$ cat src/rtl/exe_mem_issue.sv
// Execute stage feeding MEM: ALU, address generation, alignment check
// and data SRAM request issue over a req/addr_ok handshake.
module exe_mem_issue #(
    parameter int EXC_WID = 7
) (
    input  logic               clk,
    input  logic               reset,
    input  logic               ds_to_es_valid,
    output logic               es_allowin,
    input  logic [31:0]        ds_pc,
    input  logic [31:0]        ds_src1,
    input  logic [31:0]        ds_src2,
    input  logic [2:0]         ds_alu_op,
    input  logic [7:0]         ds_mem_op,
    input  logic [31:0]        ds_st_data,
    input  logic               ds_rf_we,
    input  logic [4:0]         ds_rf_waddr,
    input  logic [EXC_WID-1:0] ds_except,
    input  logic               ms_allowin,
    output logic               es_to_ms_valid,
    output logic [38:0]        es_rf_collect,
    output logic [31:0]        es_pc,
    output logic [4:0]         mem_inst_bus,
    output logic [EXC_WID-1:0] es_to_ms_bus,
    input  logic               except_flush,
    input  logic               ms_ex,
    input  logic               wb_ex,
    output logic               data_sram_req,
    output logic               data_sram_wr,
    output logic [1:0]         data_sram_size,
    output logic [3:0]         data_sram_wstrb,
    output logic [31:0]        data_sram_addr,
    output logic [31:0]        data_sram_wdata,
    input  logic               data_sram_addr_ok,
    output logic               es_cancel_dataok
);
    typedef enum logic [1:0] {IDLE, WAIT_ADDR, DONE} state_t;

    state_t state, state_nx;

    logic               es_valid;
    logic               cancel;
    logic [31:0]        pc, src1, src2, st_data;
    logic [2:0]         alu_op;
    logic [7:0]         mem_op;
    logic               rf_we;
    logic [4:0]         rf_waddr;
    logic [EXC_WID-1:0] except;

    logic [31:0] q_addr, q_wdata;
    logic        q_wr;
    logic [1:0]  q_size;
    logic [3:0]  q_wstrb;

    logic ld_w, ld_h, ld_hu, ld_b, ld_bu, st_w, st_h, st_b;
    logic is_load, is_store, is_mem, ale;
    logic need_req, cancel_now, es_ready_go;
    logic [31:0] addr, alu_res, wdata;
    logic [1:0]  size;
    logic [3:0]  wstrb;

    assign {ld_w, ld_h, ld_hu, ld_b, ld_bu, st_w, st_h, st_b} = mem_op;

    assign is_load  = ld_w | ld_h | ld_hu | ld_b | ld_bu;
    assign is_store = st_w | st_h | st_b;
    assign is_mem   = is_load | is_store;
    assign addr     = src1 + src2;

    always_comb begin
        alu_res = src2;
        unique case (alu_op)
            3'd0:    alu_res = src1 + src2;
            3'd1:    alu_res = src1 - src2;
            3'd2:    alu_res = src1 & src2;
            3'd3:    alu_res = src1 | src2;
            3'd4:    alu_res = src1 ^ src2;
            3'd5:    alu_res = {31'd0, $signed(src1) < $signed(src2)};
            3'd6:    alu_res = {31'd0, src1 < src2};
            default: alu_res = src2;
        endcase
    end

    always_comb begin
        size  = 2'd0;
        wstrb = 4'b0000;
        wdata = st_data;
        unique case (1'b1)
            st_w: begin
                size  = 2'd2;
                wstrb = 4'b1111;
            end
            st_h: begin
                size  = 2'd1;
                wstrb = addr[1] ? 4'b1100 : 4'b0011;
                wdata = {2{st_data[15:0]}};
            end
            st_b: begin
                wstrb = 4'b0001 << addr[1:0];
                wdata = {4{st_data[7:0]}};
            end
            default: ;
        endcase
        if (ld_w)
            size = 2'd2;
        else if (ld_h | ld_hu)
            size = 2'd1;
    end

    assign ale = ((ld_w | st_w) & (addr[1:0] != 2'b00))
               | ((ld_h | ld_hu | st_h) & addr[0]);

    assign need_req = es_valid & is_mem & ~ale & ~(|except)
                    & ~ms_ex & ~wb_ex & ~except_flush;

    assign cancel_now = cancel | except_flush;

    always_comb begin
        state_nx         = state;
        data_sram_req    = 1'b0;
        es_ready_go      = 1'b1;
        es_cancel_dataok = 1'b0;
        unique case (state)
            IDLE: begin
                data_sram_req = need_req;
                es_ready_go   = ~need_req | data_sram_addr_ok;
                if (need_req & data_sram_addr_ok)
                    state_nx = ms_allowin ? IDLE : DONE;
                else if (need_req)
                    state_nx = WAIT_ADDR;
            end
            WAIT_ADDR: begin
                // A killed request still has to complete its handshake
                data_sram_req = 1'b1;
                es_ready_go   = data_sram_addr_ok & ~cancel_now;
                if (data_sram_addr_ok) begin
                    es_cancel_dataok = cancel_now;
                    state_nx = (cancel_now | ms_allowin) ? IDLE : DONE;
                end
            end
            DONE: begin
                if ((es_valid & ms_allowin) | except_flush)
                    state_nx = IDLE;
            end
            default: state_nx = IDLE;
        endcase
    end

    assign es_to_ms_valid = es_valid & es_ready_go;
    assign es_allowin = (~es_valid & (state != WAIT_ADDR))
                      | (es_valid & es_ready_go & ms_allowin);

    always_ff @(posedge clk or posedge reset) begin
        if (reset) begin
            state    <= IDLE;
            es_valid <= 1'b0;
            cancel   <= 1'b0;
            pc       <= '0;
            src1     <= '0;
            src2     <= '0;
            st_data  <= '0;
            alu_op   <= '0;
            mem_op   <= '0;
            rf_we    <= 1'b0;
            rf_waddr <= '0;
            except   <= '0;
            q_addr   <= '0;
            q_wdata  <= '0;
            q_wr     <= 1'b0;
            q_size   <= '0;
            q_wstrb  <= '0;
        end else begin
            state <= state_nx;
            if (except_flush)
                es_valid <= 1'b0;
            else if (es_allowin)
                es_valid <= ds_to_es_valid;
            if (ds_to_es_valid & es_allowin & ~except_flush) begin
                pc       <= ds_pc;
                src1     <= ds_src1;
                src2     <= ds_src2;
                st_data  <= ds_st_data;
                alu_op   <= ds_alu_op;
                mem_op   <= ds_mem_op;
                rf_we    <= ds_rf_we;
                rf_waddr <= ds_rf_waddr;
                except   <= ds_except;
            end
            if (state == WAIT_ADDR)
                cancel <= cancel_now & ~data_sram_addr_ok;
            else
                cancel <= 1'b0;
            if (state == IDLE) begin
                q_addr  <= addr;
                q_wdata <= wdata;
                q_wr    <= is_store;
                q_size  <= size;
                q_wstrb <= wstrb;
            end
        end
    end

    assign data_sram_addr  = (state == WAIT_ADDR) ? q_addr  : addr;
    assign data_sram_wdata = (state == WAIT_ADDR) ? q_wdata : wdata;
    assign data_sram_wr    = (state == WAIT_ADDR) ? q_wr    : is_store;
    assign data_sram_size  = (state == WAIT_ADDR) ? q_size  : size;
    assign data_sram_wstrb = (state == WAIT_ADDR) ? q_wstrb : wstrb;

    assign es_rf_collect = {is_load, rf_we & es_valid, rf_waddr,
                            is_mem ? addr : alu_res};
    assign es_pc         = pc;
    assign mem_inst_bus  = mem_op[7:3];
    assign es_to_ms_bus  = except | {{(EXC_WID-1){1'b0}}, ale};
endmodule

$ cat config.mk
export PLATFORM = sky130hd
export DESIGN_NAME = exe_mem_issue
export DESIGN_NICKNAME = d
export VERILOG_FILES = /design/src/rtl/exe_mem_issue.sv
export SDC_FILE = /design/constraint.sdc
export NUM_CORES = 1
export LEC_CHECK = 0
export CAP_MARGIN = 30
export CORE_MARGIN = 8
export CORE_UTILIZATION = 45
export CTS_BUF_LIST = sky130_fd_sc_hd__clkbuf_8
export DETAILED_ROUTE_END_ITERATION = 16
export HOLD_SLACK_MARGIN = 0.12
export PLACE_DENSITY = 0.74
export SETUP_SLACK_MARGIN = 0.05
export SYNTH_ARGS = -nofsm -noshare
export SYNTH_HDL_FRONTEND = slang
export SYNTH_SLANG_ARGS = --single-unit
$ cat constraint.sdc
create_clock -name clk -period 6.9 [get_ports clk]
set_input_delay 1.035 -clock clk [delete_from_list [all_inputs] [get_ports clk]]
set_output_delay 1.035 -clock clk [all_outputs]
set_load 0.1 [all_outputs]
== Yosys cells after proc, flatten, opt, wreduce, memory -nomap -nowiden ==
Cells that the tools add are included.
W data, S select, Z words.

* Bits of input ports: 160
* Flip-flop bits (word level): 227
* Output and inout bits: 158
* Logic and storage cells: 114

* Bitwise logic cells: 47
* Shift operators: 1
* Magnitude comparators: 2
* Eq/ne operators: 12
* Reduce and logical (&&, ||, !) cells: 6
* Muxes and demuxes: 27
* Add/subtract/negate cells: 2

{| class="wikitable"
|+ Operator list
! kind !! number
|-
| $pmux W32 S7 || 1
|-
| $mux W32 || 3
|-
| $lt A32 B32 Y1 || 2
|-
| $pmux W32 S2 || 1
|-
| $add A32 B32 Y32 || 1
|-
| $and A32 B32 Y32 || 1
|-
| $or A32 B32 Y32 || 1
|-
| $sub A32 B32 Y32 || 1
|-
| $xor A32 B32 Y32 || 1
|-
| $and A1 B1 Y1 || 18
|-
| $mux W2 || 9
|-
| $or A1 B1 Y1 || 16
|-
| $pmux W4 S3 || 1
|-
| $eq A3 B3 Y1 const B || 3
|-
| $not A1 Y1 || 9
|-
| $mux W4 || 2
|-
| $or A7 B1 Y7 || 1
|-
| $reduce_or A7 Y1 || 1
|-
| $eq A3 B2 Y1 const B || 2
|-
| $mux W1 || 6
|-
| $pmux W2 S3 || 1
|-
| $ne A2 B2 Y1 const B || 2
|-
| $pmux W1 S2 || 2
|-
| $pmux W2 S2 || 1
|-
| other kinds (10) || 11
|}

== Depth between registers and ports, before layout ==
Gate-level depths: netlist of the first run.

* Depth after elaboration: 19
* Depth in mapped cells: 14
* Mapped depth without buffers: 13

== Worst setup path before layout of the first run ==
Ideal clock, no wire load.

* Path kind: reg2out
* Start point: reg src1[13]
* End point: out es_rf_collect[28]
* Cell stages (with the launch flop): 13
* Buffers on the path: 1
* Data required time: 5.865 ns
* Path slack: 0.963 ns
* Arrival: 4.902 ns
* Cells stage by stage: dfrtp_1 inv_1 ha_1 buf_6 or4_4 nor4_2 o31ai_1 and4bb_4 o31ai_2 nand2_1 xor2_1 a221oi_1 o32ai_1

* Longest elaborated chain between the ends: 3
* Elaborated cells between the ends (all ways): 4
* Classes of those cells: add/sub (2); mux (2)

{| class="wikitable"
|+ RTL lines
! item !! RTL line !! RTL
|-
| start: declaration || 43 || <nowiki>logic [31:0] pc, src1, src2, st_data;</nowiki>
|-
| start signal: assignment || 179 || <nowiki>src1 <= ds_src1;</nowiki>
|-
| $sub A32 B32 Y32 / $add A32 B32 Y32 (equally long branches) || 73, 67, 72 ||
|-
| $pmux W32 S7 || 71 || <nowiki>unique case (alu_op)</nowiki>
|-
| $mux W32 * || 209 || <nowiki>is_mem ? addr : alu_res};</nowiki>
|-
| end: declaration || 21 || <nowiki>output logic [38:0] es_rf_collect,</nowiki>
|}

Every way passes the cells marked *; elsewhere a longest branch is shown, timed or not.

== Worst setup path after layout of the first run ==
* Start point: reg src1[12]
* End point: out es_rf_collect[29]

Same word-level chain as after synthesis.

==> results.rst, run 1 <==
.. list-table::
   :header-rows: 1

   * - Metric
     - Value
   * - Largest fanout on the critical path
     - 9
   * - Flops & latches, synth
     - 227
   * - Startpoint Class
     - flip-flop
   * - Worst Max-Slew Pin Slew
     - 1100 ps
   * - Data required time at the worst endpoint
     - 5860 ps
   * - X dimension of the die
     - 202 um
   * - Overflow left after global routing
     - 0
   * - Run status
     - completed
   * - Number of nets in the finished design
     - 2230
   * - Global-route wire length before repair
     - 83800 um
   * - Synth Cell Area
     - 0.0155 mm2
   * - Share of synthesized flip-flops with an asynchronous set or reset
     - 100%
   * - EDFF count, synth
     - 0
   * - Number of max-slew violations in the final report
     - 0
   * - Commonest cells after routing, fill and taps aside
     - sky130_fd_sc_hd__clkdlybuf4s50_1, sky130_fd_sc_hd__dfrtp_1, sky130_fd_sc_hd__nand2_1, sky130_fd_sc_hd__a21oi_1, sky130_fd_sc_hd__inv_1
   * - Worst Path Class, Setup
     - flip-flop to primary output
   * - DRC violation count after routing
     - 0
   * - Slowest cell on the critical path
     - sky130_fd_sc_hd__clkdlybuf4s50_1
   * - Fraction of the yosys area taken by sequential cells
     - 36.6%
   * - Root Buffer
     - sky130_fd_sc_hd__clkbuf_8
   * - Worst Clk Skew
     - 40.3 ps
   * - TritonCTS clock tree
     - done
   * - RSZ-0062 raised after global routing
     - false
   * - Layout cells sized above 1
     - 10.7%
   * - Num Clock Sinks
     - 227
   * - Synth top area cells
     - sky130_fd_sc_hd__dfrtp_1, sky130_fd_sc_hd__ha_1, sky130_fd_sc_hd__mux2_4, sky130_fd_sc_hd__mux2_1, sky130_fd_sc_hd__nand2_1
   * - N_diodes
     - 0
   * - Final HPWL from detailed placement
     - 39300 um
   * - Most frequent standard cell in the layout excluding fill and tap cells
     - sky130_fd_sc_hd__clkdlybuf4s50_1
   * - Type of the worst min-delay path
     - flip-flop to flip-flop
   * - Height of the die
     - 202 um
   * - Total global-route track usage
     - 25.5%
   * - Via count
     - 14084
   * - Largest stage delay, worst path
     - 1190 ps
   * - Setup crit end kind
     - primary output
   * - Max Cap Violations
     - 0
   * - Detail-routed via count per cell
     - 5.74
   * - Port Buffers
     - 317
   * - Crit path cell chain
     - inv_1, ha_1, inv_1, a2111oi_0, o21ai_0, nand3_1, o2111ai_1, a2111o_1, a21oi_1, nor3b_1, o21ai_1, clkdlybuf4s50_1
   * - Clk Latency, worst-skew pair
     - 580 ps
   * - # IOs
     - 318
   * - Most repeated library cell on the critical path
     - sky130_fd_sc_hd__inv_1
   * - Final critical delay including setup and external delays
     - 6240 ps
   * - Syn Nets
     - 1955
   * - Worst slew slack as a fraction of its limit
     - 26.5%
   * - Count of endpoints failing setup in the final report
     - 0
   * - Initial detailed-routing violation count
     - 1175
   * - Total number of H-tree levels
     - 2
   * - Period utilisation layout
     - 90.5%
   * - Antenna violations before repair
     - 1
   * - Pin count of the biggest net entering global routing
     - 169
   * - Average size of a mapped cell
     - 9.16 um2
   * - Number of standard cells after synthesis
     - 1697
   * - Layout overhead on the synthesized area
     - 29.2%
   * - First drt pass iteration count
     - 6
   * - Clk pin slew, worst setup/hold paths
     - 60 ps
   * - Quantity of gates resized following cts
     - 0
   * - Buffers inserted during post-CTS setup optimization
     - 0
   * - Number of hold buffers added after cts
     - 0
   * - Sum of negative setup slack
     - 0 ps
   * - Number of failing hold endpoints at the final stage
     - 0
   * - WL per Instance
     - 22.0 um
   * - Final RePlAce weighted congestion
     - 0.959
   * - Die area
     - 0.0407 mm2
   * - Clock tree buffer depth
     - 3
   * - Initial core utilization
     - 45.3%
   * - Post-DRT Antenna Nets
     - 0
   * - Library cell occupying the most area in the post-synthesis netlist
     - sky130_fd_sc_hd__dfrtp_1
   * - Vias in the first global route
     - 14317
   * - Total number of placement rows
     - 68
   * - Routed wire length
     - 53900 um
   * - Prevailing post-synth register cell
     - sky130_fd_sc_hd__dfrtp_1
   * - Maximum achievable frequency
     - 160 MHz
   * - Area share of the largest cell type after synthesis
     - 36.6%
   * - WP data arrival
     - 5210 ps
   * - Number of warning messages in the yosys log
     - 0
   * - Total clock buffers created by CTS
     - 41
   * - Number of distinct library cells after synthesis
     - 83
   * - Area of the core
     - 0.0343 mm2
[critical path, delay by kind of cell, from the launching register on]
family / cells / cell delay, ps
AOI/OAI and AO/OA: 6 / 2030
DFF: 1 / 400
buffers and inverters: 3 / 1400
and+or+nand+nor: 2 / 340
adders and majority gates: 1 / 470
[cell type report]
type | instances | area [um2]
Fill cell | 2943 | 14200
Multi-Input combinational cell | 1242 | 8880
Sequential cell | 227 | 5680
Timing Repair Buffer | 357 | 3740
Clock buffer | 51 | 702
Tap cell | 455 | 569
Inverter | 103 | 390
Clock inverter | 18 | 114
[path summary, 6_finish.rpt]
path / from / endpoint / slack (ps) / cells past startpoint
max in group asynchronous: reset / src2[16]$_DFFE_PP0P_ / 4290 / 4
setup reg to reg: mem_op[0]$_DFFE_PP0P_ / es_pc[9]$_DFFE_PP0P_ / 2710 / 10
hold / removal: q_addr[24]$_DFFE_PP0P_ / q_addr[24]$_DFFE_PP0P_ / 480 / 2
hold reg to reg: q_addr[24]$_DFFE_PP0P_ / q_addr[24]$_DFFE_PP0P_ / 480 / 2
setup / recovery: src1[12]$_DFFE_PP0P_ / es_rf_collect[29] / 660 / 12
min in group asynchronous: reset / q_addr[8]$_DFFE_PP0P_ / 700 / 2
[synth_stat cells, types with 24 or more instances]
| cell | instances |
|---|---|
| sky130_fd_sc_hd__a221oi_1 | 24 |
| sky130_fd_sc_hd__mux2i_1 | 24 |
| sky130_fd_sc_hd__mux2_1 | 84 |
| sky130_fd_sc_hd__a21oi_1 | 147 |
| sky130_fd_sc_hd__ha_1 | 96 |
| sky130_fd_sc_hd__mux2_4 | 69 |
| sky130_fd_sc_hd__nor3_1 | 29 |
| sky130_fd_sc_hd__clkbuf_1 | 87 |
| sky130_fd_sc_hd__dfrtp_1 | 227 |
| sky130_fd_sc_hd__nor2_1 | 108 |
| sky130_fd_sc_hd__inv_1 | 100 |
| sky130_fd_sc_hd__xnor2_1 | 45 |
| sky130_fd_sc_hd__nand2_1 | 223 |
| sky130_fd_sc_hd__o21ai_0 | 100 |
[registers in the layout (all words and copies together) (netlist names)]
register  flops
cancel        1
alu_op        3
q_addr       32
q_size        2
rf_we         1
except        7
q_wdata      32
src2         32
es_valid      1
q_wstrb       4
q_wr          1
state         2
mem_op        8
es_pc        32
rf_waddr      5
st_data      32
src1         32
[metal layers]
layer / up-vias / track usage [%] / part of all wire [%]
met5: - / 0 / 0.022
met4: 2 / 9.18 / 3.3
met3: 106 / 5.12 / 7.3
met2: 597 / 42.8 / 48
met1: 6880 / 32.2 / 41
li1: 6499 / - / -
[stage by stage]
| stage | cells | util, % | instance area [um2] | setup slack, ps | hold slack [ps] |
|---|---|---|---|---|---|
| after floorplan | 1697 | - | 15500 | 963 | 446 |
| after global placement | 2368 | 55.0 | 18800 | 1460 | 458 |
| after detailed placement | 2383 | 56.1 | 19200 | 1340 | 463 |
| after CTS | 2452 | 58.5 | 20100 | 710 | 479 |
| after global routing | 2453 | 58.6 | 20100 | 362 | 492 |
| final | 2453 | 58.6 | 20100 | 655 | 476 |
[logic make-up after synthesis]
kind of cell	after synthesis	synth area share (%)
compound gates	465	19.1
simple gates	449	12.6
buf+inv	228	6.42
flops	227	36.6
mux	179	14.4
fa+ha+maj	98	7.99
xor+xnor	51	2.87
Power of run 1 is left out: the tool's default activity adds up to more than one toggle a clock period on the data nets, which glitch-free logic cannot reach.
==> inputs of run 2 (changes only) <==
- PLACE_DENSITY: 0.74 -> 0.71
- SLEW_MARGIN: not set -> 20
- clock period: 6.9 -> 6.23 ns (I/O delays scaled with it)
==> run 2 against run 1 <==
Compared with the run above: global-route usage shrank 0.17 points; sequential cell count is the same; highest routed layer is now met4; register-to-register slack lost 530 ps.
==> results.rst, run 2 (synthesized netlist as in run 1, its figures left out) <==
.. list-table::
   :header-rows: 1

   * - Metric
     - Value
   * - Run status
     - completed
   * - Via count
     - 13948 (-0.97%)
   * - Post-layout utilization of the core
     - 58.0% (-0.58 points)
   * - Number of max-slew violations in the final report
     - 0 (unchanged)
   * - Slowest cell on the critical path
     - sky130_fd_sc_hd__clkdlybuf4s50_1
   * - Worst Path Class, Setup
     - flip-flop to primary output
   * - Detail-routed via count per cell
     - 5.70 (-0.76%)
   * - Type of the worst min-delay path
     - flip-flop to flip-flop
   * - Layout overhead on the synthesized area
     - 28.0%
   * - Number of failing hold endpoints at the final stage
     - 0 (unchanged)
   * - R2r startpoint
     - src2[0]$_DFFE_PP0P_
   * - Worst slew slack as a fraction of its limit
     - 30.2% (+3.6 points)
   * - Routed wire length
     - 53400 um (-0.84%)
   * - Buffers inserted during post-CTS setup optimization
     - 0 (unchanged)
   * - Hold path start
     - q_wdata[3]$_DFFE_PP0P_
   * - Worst Clk Skew
     - 43.3 ps (+3.01 ps)
   * - Crit path cell chain
     - inv_1, ha_1, and3_1, a221oi_1, o31ai_2, nand3_1, a21oi_1, nor2_1, xnor2_1, o21ai_0, clkdlybuf4s50_1
   * - Clk Latency, worst-skew pair
     - 610 ps (+30 ps)
   * - Maximum achievable frequency
     - 177 MHz
   * - Count of endpoints failing setup in the final report
     - 0 (unchanged)
   * - CP Buf/Inv Count
     - 2 (-1)
   * - DRC violation count after routing
     - 0 (unchanged)
   * - WP data arrival
     - 4730 ps (-480 ps)
   * - Period utilisation layout
     - 90.8%
   * - Hold endpoint
     - q_wdata[3]$_DFFE_PP0P_
   * - Max Cap Violations
     - 0 (unchanged)
   * - Final HPWL from detailed placement
     - 38900 um (-1.0%)
   * - Total number of H-tree levels
     - 2 (unchanged)
   * - Pin count of the biggest net entering global routing
     - 159 (-5.9%)
   * - Antenna violations before repair
     - 2 (+1)
   * - RSZ-0062 raised after global routing
     - false
   * - # IOs
     - 318 (unchanged)
   * - Hold depth
     - 2 (unchanged)
   * - Area of the core
     - 0.0343 mm2 (unchanged)
   * - Reg-to-reg setup timing slack
     - 2180 ps (-530 ps)
   * - Final RePlAce weighted congestion
     - 0.925 (-3.5%)
   * - Startpoint Class
     - flip-flop
   * - Clk pin slew, worst setup/hold paths
     - 70 ps (about the same)
   * - Initial detailed-routing violation count
     - 1033 (-12%)
   * - Quantity of gates resized following cts
     - 0 (unchanged)
   * - Post-DRT Antenna Nets
     - 0 (unchanged)
   * - Global-route wire length before repair
     - 82800 um (-1.1%)
   * - Number of hold buffers added after cts
     - 0 (unchanged)
   * - Total number of placement rows
     - 68 (unchanged)
   * - Total clock buffers created by CTS
     - 42 (+2.4%)
   * - Fillers
     - 3000 (+1.9%)
   * - Most frequent standard cell in the layout excluding fill and tap cells
     - sky130_fd_sc_hd__clkdlybuf4s50_1
   * - Largest stage delay, worst path
     - 1190 ps (about the same)
   * - Crit path max-delay family
     - buffers and inverters
   * - Data required time at the worst endpoint
     - 5300 ps (-560 ps)
   * - Largest fanout on the critical path
     - 9 (unchanged)
   * - Sum of negative setup slack
     - 0 ps (unchanged)
   * - Number of nets in the finished design
     - 2222 (-0.36%)
   * - Final instance count without filler cells
     - 2448 (-0.20%)
   * - Vias in the first global route
     - 14096 (-1.5%)
   * - Clock tree buffer depth
     - 3 (unchanged)
   * - Height of the die
     - 202 um (unchanged)
   * - DP Cell Count
     - 2375 (-0.34%)
   * - Commonest cells after routing, fill and taps aside
     - sky130_fd_sc_hd__clkdlybuf4s50_1, sky130_fd_sc_hd__dfrtp_1, sky130_fd_sc_hd__nand2_1, sky130_fd_sc_hd__a21oi_1, sky130_fd_sc_hd__nor2_1
   * - Layout cells sized above 1
     - 11.6% (+0.89 points)
   * - Die area
     - 0.0407 mm2 (unchanged)
   * - First drt pass iteration count
     - 6 (unchanged)
   * - Total global-route track usage
     - 25.3% (-0.17 points)
   * - Overflow left after global routing
     - 0 (unchanged)
   * - X dimension of the die
     - 202 um (unchanged)
   * - TritonCTS clock tree
     - done
   * - Depth of the worst register-to-register path
     - 12 (+2)
   * - WL per Instance
     - 21.8 um (-0.64%)
   * - Worst Max-Slew Pin Slew
     - 1040 ps (-58.0 ps)
   * - Num Clock Sinks
     - 227 (unchanged)
   * - Final critical delay including setup and external delays
     - 5660 ps
   * - End of the worst register-to-register path
     - src1[6]$_DFFE_PP0P_
   * - Setup crit end kind
     - primary output
   * - Port Buffers
     - 317 (unchanged)
   * - Initial core utilization
     - 45.3% (unchanged)
   * - Root Buffer
     - sky130_fd_sc_hd__clkbuf_8
run 2: layer usage:
metal | global-route usage, % | share of wire [%] | vias to the layer above
met5 | 0 | 0 | -
met3 | 5.35 | 6.8 | 96
met1 | 32.3 | 43 | 6833
met4 | 9.31 | 3.3 | 0
li1 | - | - | 6493
met2 | 41.8 | 47 | 526
run 2: worst max-delay path by stage:
| stage | startpoint | end | slack [ps] | cells past startpoint |
|---|---|---|---|---|
| floorplan | src1[13]$_DFFE_PP0P_ | es_rf_collect[28] | 390 | 12 |
| global placement | src1[12]$_DFFE_PP0P_ | es_rf_collect[23] | 1150 | 12 |
| detailed placement | src2[2]$_DFFE_PP0P_ | data_sram_addr[23] | 1260 | 11 |
| CTS | src2[2]$_DFFE_PP0P_ | data_sram_addr[23] | 590 | 11 |
| global route | src1[2]$_DFFE_PP0P_ | data_sram_addr[23] | 310 | 11 |
| finish | src2[2]$_DFFE_PP0P_ | data_sram_addr[23] | 570 | 11 |
run 2: final cells by class:
| class | instances | area [um2] | area share, % |
|---|---|---|---|
| Antenna cell | 2 | 5.00 | 0.0252 |
| Clock buffer | 51 | 702 | 3.53 |
| Clock inverter | 20 | 206 | 1.04 |
| Inverter | 103 | 390 | 1.96 |
| Multi-Input combinational cell | 1242 | 8880 | 44.7 |
| Sequential cell | 227 | 5680 | 28.6 |
| Tap cell | 455 | 569 | 2.86 |
| Timing Repair Buffer | 348 | 3450 | 17.3 |
run 2: worst register-to-register path, stage by stage (launching register included):
cell                       delay [ps]
sky130_fd_sc_hd__dfrtp_1          430
sky130_fd_sc_hd__ha_1             240
sky130_fd_sc_hd__inv_1             80
sky130_fd_sc_hd__fa_1             600
sky130_fd_sc_hd__nor2_1           150
sky130_fd_sc_hd__or3_1            140
sky130_fd_sc_hd__nor3_2            60
sky130_fd_sc_hd__a21oi_2          220
sky130_fd_sc_hd__o211ai_2         110
sky130_fd_sc_hd__o21ai_1          130
sky130_fd_sc_hd__and3b_4          740
sky130_fd_sc_hd__buf_4            590
sky130_fd_sc_hd__mux2_1           430
run 2: stage by stage:
| step | hold slack (ps) | instance area (um2) | setup slack [ps] |
|---|---|---|---|
| floorplan | 446 | 15500 | 393 |
| finish | 473 | 19900 | 570 |
| global route | 499 | 19900 | 306 |
| global placement | 458 | 18800 | 1150 |
| detailed placement | 462 | 19000 | 1260 |
| CTS | 478 | 19900 | 588 |
Power of run 2 is left out for the same reason.
